**src/rtl/hilo_mac_sequencer.sv**
```systemverilog
// hilo_mac_sequencer: radix-2 shift-add MULT/MULTU/MADD/MADDU engine owning HI/LO; optional early exit via HILO_EARLY_TERM_EN; ports clk/rst, start_i/op_i/src_a_i/src_b_i launch, flush_i cancel, mthi/mtlo writes, ready_o/busy_o/done_o status, hi_o/lo_o registers
module hilo_mac_sequencer #(
  parameter int WIDTH = 32
) (
  input  logic             clk,
  input  logic             rst,
  input  logic             start_i,
  input  logic [1:0]       op_i,
  input  logic [WIDTH-1:0] src_a_i,
  input  logic [WIDTH-1:0] src_b_i,
  input  logic             flush_i,
  input  logic             mthi_we_i,
  input  logic             mtlo_we_i,
  input  logic [WIDTH-1:0] hi_wdata_i,
  input  logic [WIDTH-1:0] lo_wdata_i,
  output logic             ready_o,
  output logic             busy_o,
  output logic             done_o,
  output logic [WIDTH-1:0] hi_o,
  output logic [WIDTH-1:0] lo_o
);
  localparam int CW = $clog2(WIDTH) + 1;
  typedef enum logic [1:0] {IDLE, CALC, ACC, DONE} state_e;
  state_e             state_q, state_d;
  logic [2*WIDTH-1:0] acc_q, a_q, prod;
  logic [WIDTH-1:0]   b_q, hi_q, lo_q, mag_a, mag_b;
  logic [CW-1:0]      count_q;
  logic               sign_q, accum_q, is_signed, calc_last;
  assign is_signed = op_i[0] ^ op_i[1];
  assign mag_a     = (is_signed && src_a_i[WIDTH-1]) ? -src_a_i : src_a_i;
  assign mag_b     = (is_signed && src_b_i[WIDTH-1]) ? -src_b_i : src_b_i;
  assign prod      = sign_q ? -acc_q : acc_q;
`ifdef HILO_EARLY_TERM_EN
  assign calc_last = (count_q == CW'(1)) || (b_q[WIDTH-1:1] == '0);
`else
  assign calc_last = count_q == CW'(1);
`endif
  always_ff @(posedge clk)
    if (rst) state_q <= IDLE;
    else     state_q <= state_d;
  always_comb begin
    state_d = (state_q == IDLE) ? (start_i ? CALC : IDLE) :
              (state_q == CALC) ? (flush_i ? IDLE : calc_last ? ACC : CALC) :
              (state_q == ACC)  ? (flush_i ? IDLE : DONE) : IDLE;
  end
  always_comb begin
    ready_o = state_q == IDLE;
    busy_o  = (state_q == CALC) || (state_q == ACC);
    done_o  = state_q == DONE;
  end
  // The multiplicand is kept pre-shifted so each CALC step adds a_q directly.
  always_ff @(posedge clk)
    if (rst) begin
      acc_q   <= '0;
      a_q     <= '0;
      b_q     <= '0;
      count_q <= '0;
      sign_q  <= 1'b0;
      accum_q <= 1'b0;
      hi_q    <= '0;
      lo_q    <= '0;
    end else begin
      if (state_q == IDLE && start_i) begin
        acc_q   <= '0;
        a_q     <= {{WIDTH{1'b0}}, mag_a};
        b_q     <= mag_b;
        count_q <= CW'(WIDTH);
        sign_q  <= is_signed & (src_a_i[WIDTH-1] ^ src_b_i[WIDTH-1]);
        accum_q <= op_i[1];
      end
      if (state_q == CALC) begin
        if (b_q[0]) acc_q <= acc_q + a_q;
        a_q     <= a_q << 1;
        b_q     <= b_q >> 1;
        count_q <= count_q - CW'(1);
      end
      if (state_q == IDLE) begin
        if (mthi_we_i) hi_q <= hi_wdata_i;
        if (mtlo_we_i) lo_q <= lo_wdata_i;
      end else if (state_q == ACC && !flush_i)
        {hi_q, lo_q} <= accum_q ? {hi_q, lo_q} + prod : prod;
    end
  assign hi_o = hi_q;
  assign lo_o = lo_q;
endmodule
```
**config.mk**
```make
export PLATFORM = sky130hd
export DESIGN_NAME = hilo_mac_sequencer
export DESIGN_NICKNAME = d
export VERILOG_FILES = /design/src/rtl/hilo_mac_sequencer.sv
export SDC_FILE = /design/constraint.sdc
export NUM_CORES = 1
export LEC_CHECK = 0
export ABC_CLOCK_PERIOD_IN_PS = 5500
export BUFFER_PORTS_ARGS = -buffer_cell sky130_fd_sc_hd__buf_2
export CORE_MARGIN = 3
export CORE_UTILIZATION = 56
export CTS_CLUSTER_SIZE = 25
export DETAILED_ROUTE_END_ITERATION = 10
export GPL_TIMING_DRIVEN = 0
export PLACE_DENSITY = 0.83
export SLEW_MARGIN = 40
export SYNTH_ARGS = -nofsm -noshare
export SYNTH_HDL_FRONTEND = slang
export SYNTH_SLANG_ARGS = --single-unit
```
**constraint.sdc**
```tcl
create_clock -name clk -period 5.5 [get_ports clk]
set_input_delay 0.825 -clock clk [delete_from_list [all_inputs] [get_ports clk]]
set_output_delay 0.825 -clock clk [all_outputs]
set_load 0.1 [all_outputs]
```
==> qor.txt, run 1 <==
=================================================================================================================
Result of the run                                                                                    complete, no violations
Antenna violations before repair                                                                                1
Syn-to-layout area delta                                                                                    14.4%
I/O pin cnt                                                                                                   203
Static leakage power                                                                                      9.57 nW
Cells taking the most area after synthesis                                                           sky130_fd_sc_hd__dfxtp_1, sky130_fd_sc_hd__ha_1, sky130_fd_sc_hd__a21oi_1
Flop-to-flop setup slack                                                                                  0.15 ns
Final setup violating endpoints                                                                                 0
Net count, final                                                                                             3235
Share of synthesized flip-flops with an asynchronous set or reset                                              0%
Cts bufs inserted                                                                                              29
Count of warnings emitted by yosys                                                                              0
Post-Place Cell Area                                                                                    21500 µm²
Antenna-violating nets left                                                                                     0
Die footprint                                                                                           37800 µm²
Maximum number of pins on one net before global-route repair                                                   14
Antenna Cells                                                                                                   0
Clk pin slew, worst setup/hold paths                                                                      0.06 ns
Die H                                                                                                      195 µm
Cell depth of the worst flop-to-flop path                                                                      17
Effective utilization at floorplan                                                                          57.2%
Most area-hungry cell type in the Yosys netlist                                                      sky130_fd_sc_hd__dfxtp_1
Reg2Reg Launch Point                                                                                     acc_q[8]
Routed wire length per instance                                                                           20.8 µm
Clock tree skew after final layout                                                                      0.0166 ns
Crit path launch type                                                                                   flip-flop
Mapped cell area                                                                                        19900 µm²
Number of hold violations in the final report                                                                   0
Synth Area in Compound Gates                                                                                30.7%
Post-route clock period utilization                                                                         97.2%
WHS Path Cells                                                                                                  2
Worst Tran Pin Value                                                                                     0.893 ns
Global-route total usage across every layer                                                                 35.2%
# DRC                                                                                                           0
Unique masters post-synth                                                                                      80
First-pass GRT wire length                                                                                 109 mm
Arithmetic-cell share of the synthesized area counting full adders, half adders and majority gates          9.57%
DR vias                                                                                                     22077
Die X-Extent                                                                                               195 µm
Detailed Place HPWL                                                                                       55.4 mm
MaxCap Viol Count                                                                                               0
Final Wtd Congestion                                                                                        0.999
Syn Area/Cell                                                                                            7.35 µm²
Remaining global-route overflow                                                                                 0
CTS hold repair buffers                                                                                         0
Routed vias/inst                                                                                             6.45
Number of max-slew violations in the final report                                                               0
Area fraction in and, or, nand and nor cells after synthesis                                                21.0%
Top flip-flop cell by instance count after synthesis                                                 sky130_fd_sc_hd__dfxtp_1
Xor and xnor fraction of the mapped netlist area                                                            10.1%
Number of H-tree levels                                                                                         1
Number of enable-type register cells in the synthesized netlist                                                 0
IR drop worst, VDD                                                                                       0.255 mV
Total non-filler cell area in the finished layout                                                       22800 µm²
Via count of the first global-routing pass                                                                  20360
Worst min-delay path startpoint                                                                           b_q[28]
Top achievable clock speed                                                                              0.187 GHz
Fraction of post-synthesis cell area in the top cell type by area                                           23.5%
Crit-path max FO                                                                                                6
Category of the critical setup timing path                                                           flip-flop to flip-flop
Clock Sinks                                                                                                   234
Cell chosen for the clock root                                                                       sky130_fd_sc_hd__clkbuf_16
Worst Setup End Kind                                                                                    flip-flop
Setup crit start                                                                                         acc_q[8]
Maximum root-to-sink buffer count                                                                               3
Multiplexer share of the synthesized area                                                                   1.12%
#FFs+latches synth                                                                                            234
Headroom to the max-slew limit                                                                              40.3%
Routed WL                                                                                                 71.3 mm
Number of DRC markers in iteration 0                                                                         2202
Sequential fraction of the synthesis area                                                                   23.5%
Final critical-path required period                                                                       5.35 ns
Arrival @ worst endpoint                                                                                  5.83 ns
Worst min-delay path class                                                                           flip-flop to flip-flop
Area of the placeable core                                                                              34800 µm²
Ratio of cells with drive above 1 in the final layout                                                       11.3%
Required @ worst endpoint                                                                                 5.98 ns
Largest family of logic cells by synthesized area                                                    compound AO/OA/AOI/OAI gates
Syn nets                                                                                                     2995
# rows                                                                                                         68
Latest clock arrival within the worst-skew pair                                                           0.59 ns
Count of port buffers added during placement                                                                  202
Synthesized netlist cell count                                                                               2708
PD cells                                                                                               220 nW/µm²
TritonRoute pass-1 iters                                                                                        6
TritonCTS clock tree                                                                                          yes
Post-route worst hold slack                                                                              0.472 ns
Final total negative setup slack                                                                             0 ns
=================================================================================================================
==> final cells by class <==
class | count | area, µm²
clock buffers | 36 | 782
fillers | 3120 | 12000
flip-flops and latches | 234 | 4680
well taps | 455 | 569
inverters | 51 | 191
repair buffers | 212 | 1090
clock inverters | 16 | 188
plain buffers | 158 | 608
multi-input cells | 2262 | 14700
==> cells by family after synthesis <==
| group | Yosys count |
|---|---|
| DFF | 234 |
| xor gates and xnor gates | 229 |
| muxes | 22 |
| and+or+nand+nor | 886 |
| buffers and inverters | 212 |
| AOI/OAI and AO/OA | 974 |
| adders and majority gates | 151 |
==> Yosys cell counts, drive strengths merged, types with 12 or more instances <==
cell,number
a22oi,30
nand4,40
nor4,19
o221ai,19
nand2b,16
and2,14
dfxtp,234
nand3,32
a21o,89
o31ai,41
a221oi,14
nand2,264
or3,34
o21a,23
nor3,44
buf,12
a311oi,15
inv,51
a211oi,76
nand3b,38
o211ai,16
mux2i,20
or4,19
nor2,314
xnor2,137
a31oi,23
nor2b,12
a21oi,331
and3,16
xor2,92
o21bai,29
clkbuf,149
o41ai,14
ha,149
o21ai,198
==> per-stage QoR <==
step | cells | power [mW] | utilization [%] | setup slack [ns]
after CTS | 3418 | 4.97 | 64.8 | 0.0131
after floorplan | 2708 | 2.68 | - | 0.595
after global placement | 3365 | 2.98 | 61.7 | -0.396
after detailed placement | 3365 | 3.00 | 61.8 | -0.403
after global routing | 3424 | 5.16 | 65.4 | -0.0657
final | 3424 | 5.01 | 65.4 | 0.152
==> placed cells by master, fill, tap and decap left out, drive strengths merged, types with 9 or more instances in the layout <==
cell      n
a21oi   331
nor2    314
nand2   264
dfxtp   234
buf     224
o21ai   198
clkbuf  182
ha      149
xnor2   137
xor2     92
a21o     89
a211oi   76
inv      54
nor3     44
o31ai    41
nand4    40
nand3b   38
or3      34
nand3    32
a22oi    30
o21bai   29
o21a     23
a31oi    23
mux2i    20
o221ai   19
nor4     19
or4      19
nand2b   16
and3     16
o211ai   16
a311oi   15
and2     14
o41ai    14
a221oi   14
nor2b    12
o22ai     9
==> worst max-delay path, stage by stage (launching register included) <==
cell and delay, ns:
sky130_fd_sc_hd__dfxtp_1 0.38, sky130_fd_sc_hd__or4_4 0.56, sky130_fd_sc_hd__or4_4 0.56, sky130_fd_sc_hd__or4_4 0.48, sky130_fd_sc_hd__o31ai_2 0.25, sky130_fd_sc_hd__xnor2_1 0.15
sky130_fd_sc_hd__ha_2 0.42, sky130_fd_sc_hd__nand2_1 0.12, sky130_fd_sc_hd__nor4_1 0.38, sky130_fd_sc_hd__nand2_1 0.14, sky130_fd_sc_hd__a31oi_2 0.33, sky130_fd_sc_hd__o211ai_1 0.20
sky130_fd_sc_hd__nand3b_1 0.20, sky130_fd_sc_hd__a21oi_1 0.14, sky130_fd_sc_hd__o21a_1 0.24, sky130_fd_sc_hd__o21ai_0 0.37, sky130_fd_sc_hd__o22ai_1 0.14, sky130_fd_sc_hd__a21o_1 0.17
==> registers in the layout, summed over array words and instances (netlist names) <==
| register | count |
|---|---|
| a_q | 64 |
| acc_q | 64 |
| accum_q | 1 |
| b_q | 32 |
| count_q | 6 |
| hi_o | 32 |
| lo_o | 32 |
| sign_q | 1 |
| state_q | 2 |
==> power breakdown <==
part	internal [mW]	leakage (nW)	switching (mW)
combinational	0.336	7.20	0.821
sequential	1.78	1.91	0.0809
clock	1.15	0.464	0.839
==> metal layers <==
metal | GRT usage, % | vias to the layer above | part of all wire (%)
li1 | - | 10404 | -
met1 | 48.1 | 10337 | 42
met2 | 55.5 | 1154 | 44
met3 | 6.71 | 180 | 10
met4 | 13.0 | 2 | 3.8
met5 | 0 | - | 0.025
==> final timing paths <==
kind | endpoint
worst max-delay path | hi_o[27]
worst min-delay path | b_q[27]
worst max register to register | hi_o[27]
worst min register to register | b_q[27]
==> what timing repair did <==
item / 4_1_cts / 5_1_grt
hold endpoints to repair: 0 / 0
gates resized for setup: 13 / 38
endpoints found under the setup margin: 10 / 12
buffers inserted: 3 / 7
pin swaps: 4 / 11
No activity file was read; power rests on OpenSTA's default activity.
==> inputs of run 2 (changes only) <==
- BUFFER_PORTS_ARGS: -buffer_cell sky130_fd_sc_hd__buf_2 -> -buffer_cell sky130_fd_sc_hd__buf_4
==> run 2 against run 1 <==
Against the previous run:
- sequential power is essentially flat
- global-route usage grew 1.7 points
- utilization grew 2.0 points
- clock power grew 6%
- flip-flop and latch count is the same
- first-iteration DRC count grew 6.5%
- design area grew 3.0%
- maximum frequency shrank 0.33%
- combinational power grew 5%
==> qor.txt, run 2 (synthesis gave the netlist of run 1 again) <==
===========================================================================
Largest registers in the final layout                          a_q x64, acc_q x64
Final critical-path required period                                 5.37 ns   +0.0176 ns
Antenna-violating nets left                                               0   unchanged
Category of the critical setup timing path                     flip-flop to flip-flop
Maximum root-to-sink buffer count                                         3   unchanged
Setup crit start                                                   acc_q[8]
Count of port buffers added during placement                            202   unchanged
Switching share of power                                              34.4%   -0.39 points
Hold EP                                                          state_q[1]
Die H                                                                195 µm   unchanged
Number of DRC markers in iteration 0                                   2345   +6.5%
Global-route total usage across every layer                           36.9%   +1.7 points
Net count, final                                                       3229   -0.19%
Proportion of power drawn by flip-flops and latches                   35.9%   -1.2 points
Number of cells in the design after placement                          3366   +0.030%
Routed wire length per instance                                     21.8 µm   +4.7%
Static leakage power                                                9.75 nW   +1.8%
Utilization after layout                                              67.4%   +2.0 points
Worst slack at placement                                          -0.437 ns   -0.0340 ns
Comb power frac                                                       23.5%   +0.4 points
Routed WL                                                           74.5 mm   +4.5%
Cell depth of the worst flop-to-flop path                                17   unchanged
Top achievable clock speed                                        0.186 GHz   -0.33%
Met3 WL                                                             8.08 mm   +8.9%
Worst Setup End Kind                                              flip-flop
Commonest cells after routing, fill and taps aside             sky130_fd_sc_hd__a21oi_1, sky130_fd_sc_hd__nor2_1, sky130_fd_sc_hd__nand2_1
Crit-path max FO                                                          7   +1
Met1 wire length                                                    31.9 mm   +6.2%
Cell chosen for the clock root                                 sky130_fd_sc_hd__clkbuf_16
TritonCTS clock tree                                                    yes
Effective utilization at floorplan                                    57.2%   unchanged
WHS Path Cells                                                            2   unchanged
Post-route clock period utilization                                   97.6%   +0.32 points
Worst min-delay path class                                     input pin to flip-flop
Worst Setup Slack, final                                           0.134 ns   -0.0176 ns
Area of the placeable core                                        34800 µm²   unchanged
Total internal power                                                3.41 mW   +4.3%
Post-route worst hold slack                                        0.453 ns   -0.0193 ns
Final setup violating endpoints                                           0   unchanged
Die footprint                                                     37800 µm²   unchanged
IR drop worst, VDD                                                 0.269 mV   +5.5%
Number of H-tree levels                                                   1   unchanged
Routed vias/inst                                                       6.52   +1.2%
Power dissipated by switching net loads                             1.79 mW   +2.5%
Clk pin slew, worst setup/hold paths                                0.06 ns   about the same
Share of power burned in the clock network                            40.6%   +0.8 points
Arrival @ worst endpoint                                            5.86 ns   +0.03 ns
Post-Place Cell Area                                              22000 µm²   +2.4%
MaxCap Viol Count                                                         0   unchanged
Clock Sinks                                                             234   unchanged
TritonRoute pass-1 iters                                                  6   unchanged
Antenna violations before repair                                          0   -1
Crit path launch type                                             flip-flop
I/O pin cnt                                                             203   unchanged
Worst min-delay path startpoint                                     flush_i
# DRC                                                                     0   unchanged
Routed length on met2                                               32.2 mm   +3.4%
Ratio of cells with drive above 1 in the final layout                 11.8%   +0.53 points
Capturing point of the worst reg2reg path                          hi_o[30]
Clock tree skew after final layout                                0.0116 ns   -0.00508 ns
Cts bufs inserted                                                        28   -3.4%
Required @ worst endpoint                                           5.99 ns   about the same
Result of the run                                              complete, no violations
DR vias                                                               22301   +1.0%
Worst Tran Pin Value                                               0.934 ns   +0.0414 ns
Detailed Place HPWL                                                 57.9 mm   +4.5%
Latest clock arrival within the worst-skew pair                     0.60 ns   about the same
Total non-filler cell area in the finished layout                 23500 µm²   +3.0%
Reg2Reg Launch Point                                               acc_q[8]
Syn-to-layout area delta                                              17.9%
PD cells                                                         221 nW/µm²   +0.61%
# rows                                                                   68   unchanged
Die X-Extent                                                         195 µm   unchanged
Final Wtd Congestion                                                   1.01   +1.5%
Maximum number of pins on one net before global-route repair             16   +2
Headroom to the max-slew limit                                        37.5%   -2.8 points
Antenna Cells                                                             0   unchanged
First-pass GRT wire length                                           113 mm   +3.6%
Uppermost routed layer                                                 met4
Flop-to-flop setup slack                                            0.13 ns   -0.02 ns
Most common cell after layout, fill and taps aside             sky130_fd_sc_hd__a21oi_1
Number of fill cells                                                   2946   -5.6%
Via count of the first global-routing pass                            20478   +0.58%
Final Instance Count excl. Fillers                                     3419   -0.15%
Number of hold violations in the final report                             0   unchanged
Remaining global-route overflow                                           0   unchanged
Number of max-slew violations in the final report                         0   unchanged
===========================================================================
==> run 2: cell types whose count changed in the layout (fill, tap and decap cells not counted), sizes merged <==
cell      before  now
clkinvlp       4    3
inv           54   53
clkinv         6   12
clkbuf       182  172
buf          224  222
bufinv         3    6
==> run 2: power groups by stage <==
stage | combinational, mW | clock [mW] | sequential, mW
floorplan | 0.592 | 0 | 2.09
global placement | 1.15 | 0 | 1.89
detailed placement | 1.17 | 0 | 1.89
CTS | 1.19 | 2.11 | 1.86
global route | 1.30 | 2.18 | 1.87
finish | 1.22 | 2.11 | 1.86
==> run 2: layout make-up <==
cell class                      instances  area (µm²)  share of cell area (%)
Clock buffer                           29         714                    3.05
Buffer                                155         596                    2.54
Tap cell                              455         569                    2.43
Timing Repair Buffer                  210        1580                    6.74
Inverter                               51         191                   0.816
Multi-Input combinational cell       2262       14800                    63.1
Sequential cell                       234        4690                    20.0
Clock inverter                         23         328                    1.40
==> run 2: worst max path at each step <==
stage | end | slack, ns | cells after the start
3_5_place_dp | hi_o[26] | -0.44 | 17
3_3_place_gp | hi_o[29] | -0.43 | 18
6_report | hi_o[30] | 0.13 | 17
5_1_grt | hi_o[28] | -0.003 | 18
4_1_cts | hi_o[26] | -0.005 | 17
2_1_floorplan | hi_o[22] | 0.60 | 17
==> run 2: repair_timing <==
action                                  in CTS  in global routing
resized for setup                           22                 51
hold endpoints to repair                     0                  0
setup buffers                                4                  3
gates cloned                                 0                  0
endpoints found under the setup margin      14                 16
hold buffers                                 0                  0
pin swaps                                    4                 12
==> run 2: per-stage QoR <==
stage	TNS (ns)	power, mW
after floorplan	0	2.68
after global placement	-3.02	3.04
after detailed placement	-3.25	3.07
after CTS	-0.00509	5.16
after global routing	-0.00292	5.35
final	0	5.19
==> run 2: worst max-delay path: stages, from the launching register on <==
cell and delay [ns]:
sky130_fd_sc_hd__dfxtp_1 0.39, sky130_fd_sc_hd__or4_4 0.56, sky130_fd_sc_hd__or4_4 0.56, sky130_fd_sc_hd__or4_4 0.49, sky130_fd_sc_hd__inv_1 0.07, sky130_fd_sc_hd__a21oi_1 0.10
sky130_fd_sc_hd__xor2_2 0.20, sky130_fd_sc_hd__ha_4 0.33, sky130_fd_sc_hd__nand4_1 0.22, sky130_fd_sc_hd__nor4_2 0.35, sky130_fd_sc_hd__nand3_2 0.19, sky130_fd_sc_hd__a211oi_4 0.38
sky130_fd_sc_hd__nor4b_4 0.10, sky130_fd_sc_hd__o311ai_0 0.63, sky130_fd_sc_hd__o211ai_1 0.26, sky130_fd_sc_hd__xor2_1 0.19, sky130_fd_sc_hd__a21oi_1 0.09, sky130_fd_sc_hd__a21o_1 0.15
==> run 2: per-layer routing <==
layer  up-vias  GRT usage, %
met5         -             0
met4         0          11.7
met3       156          6.67
met2      1228          57.3
met1     10543          52.0
li1      10374             -
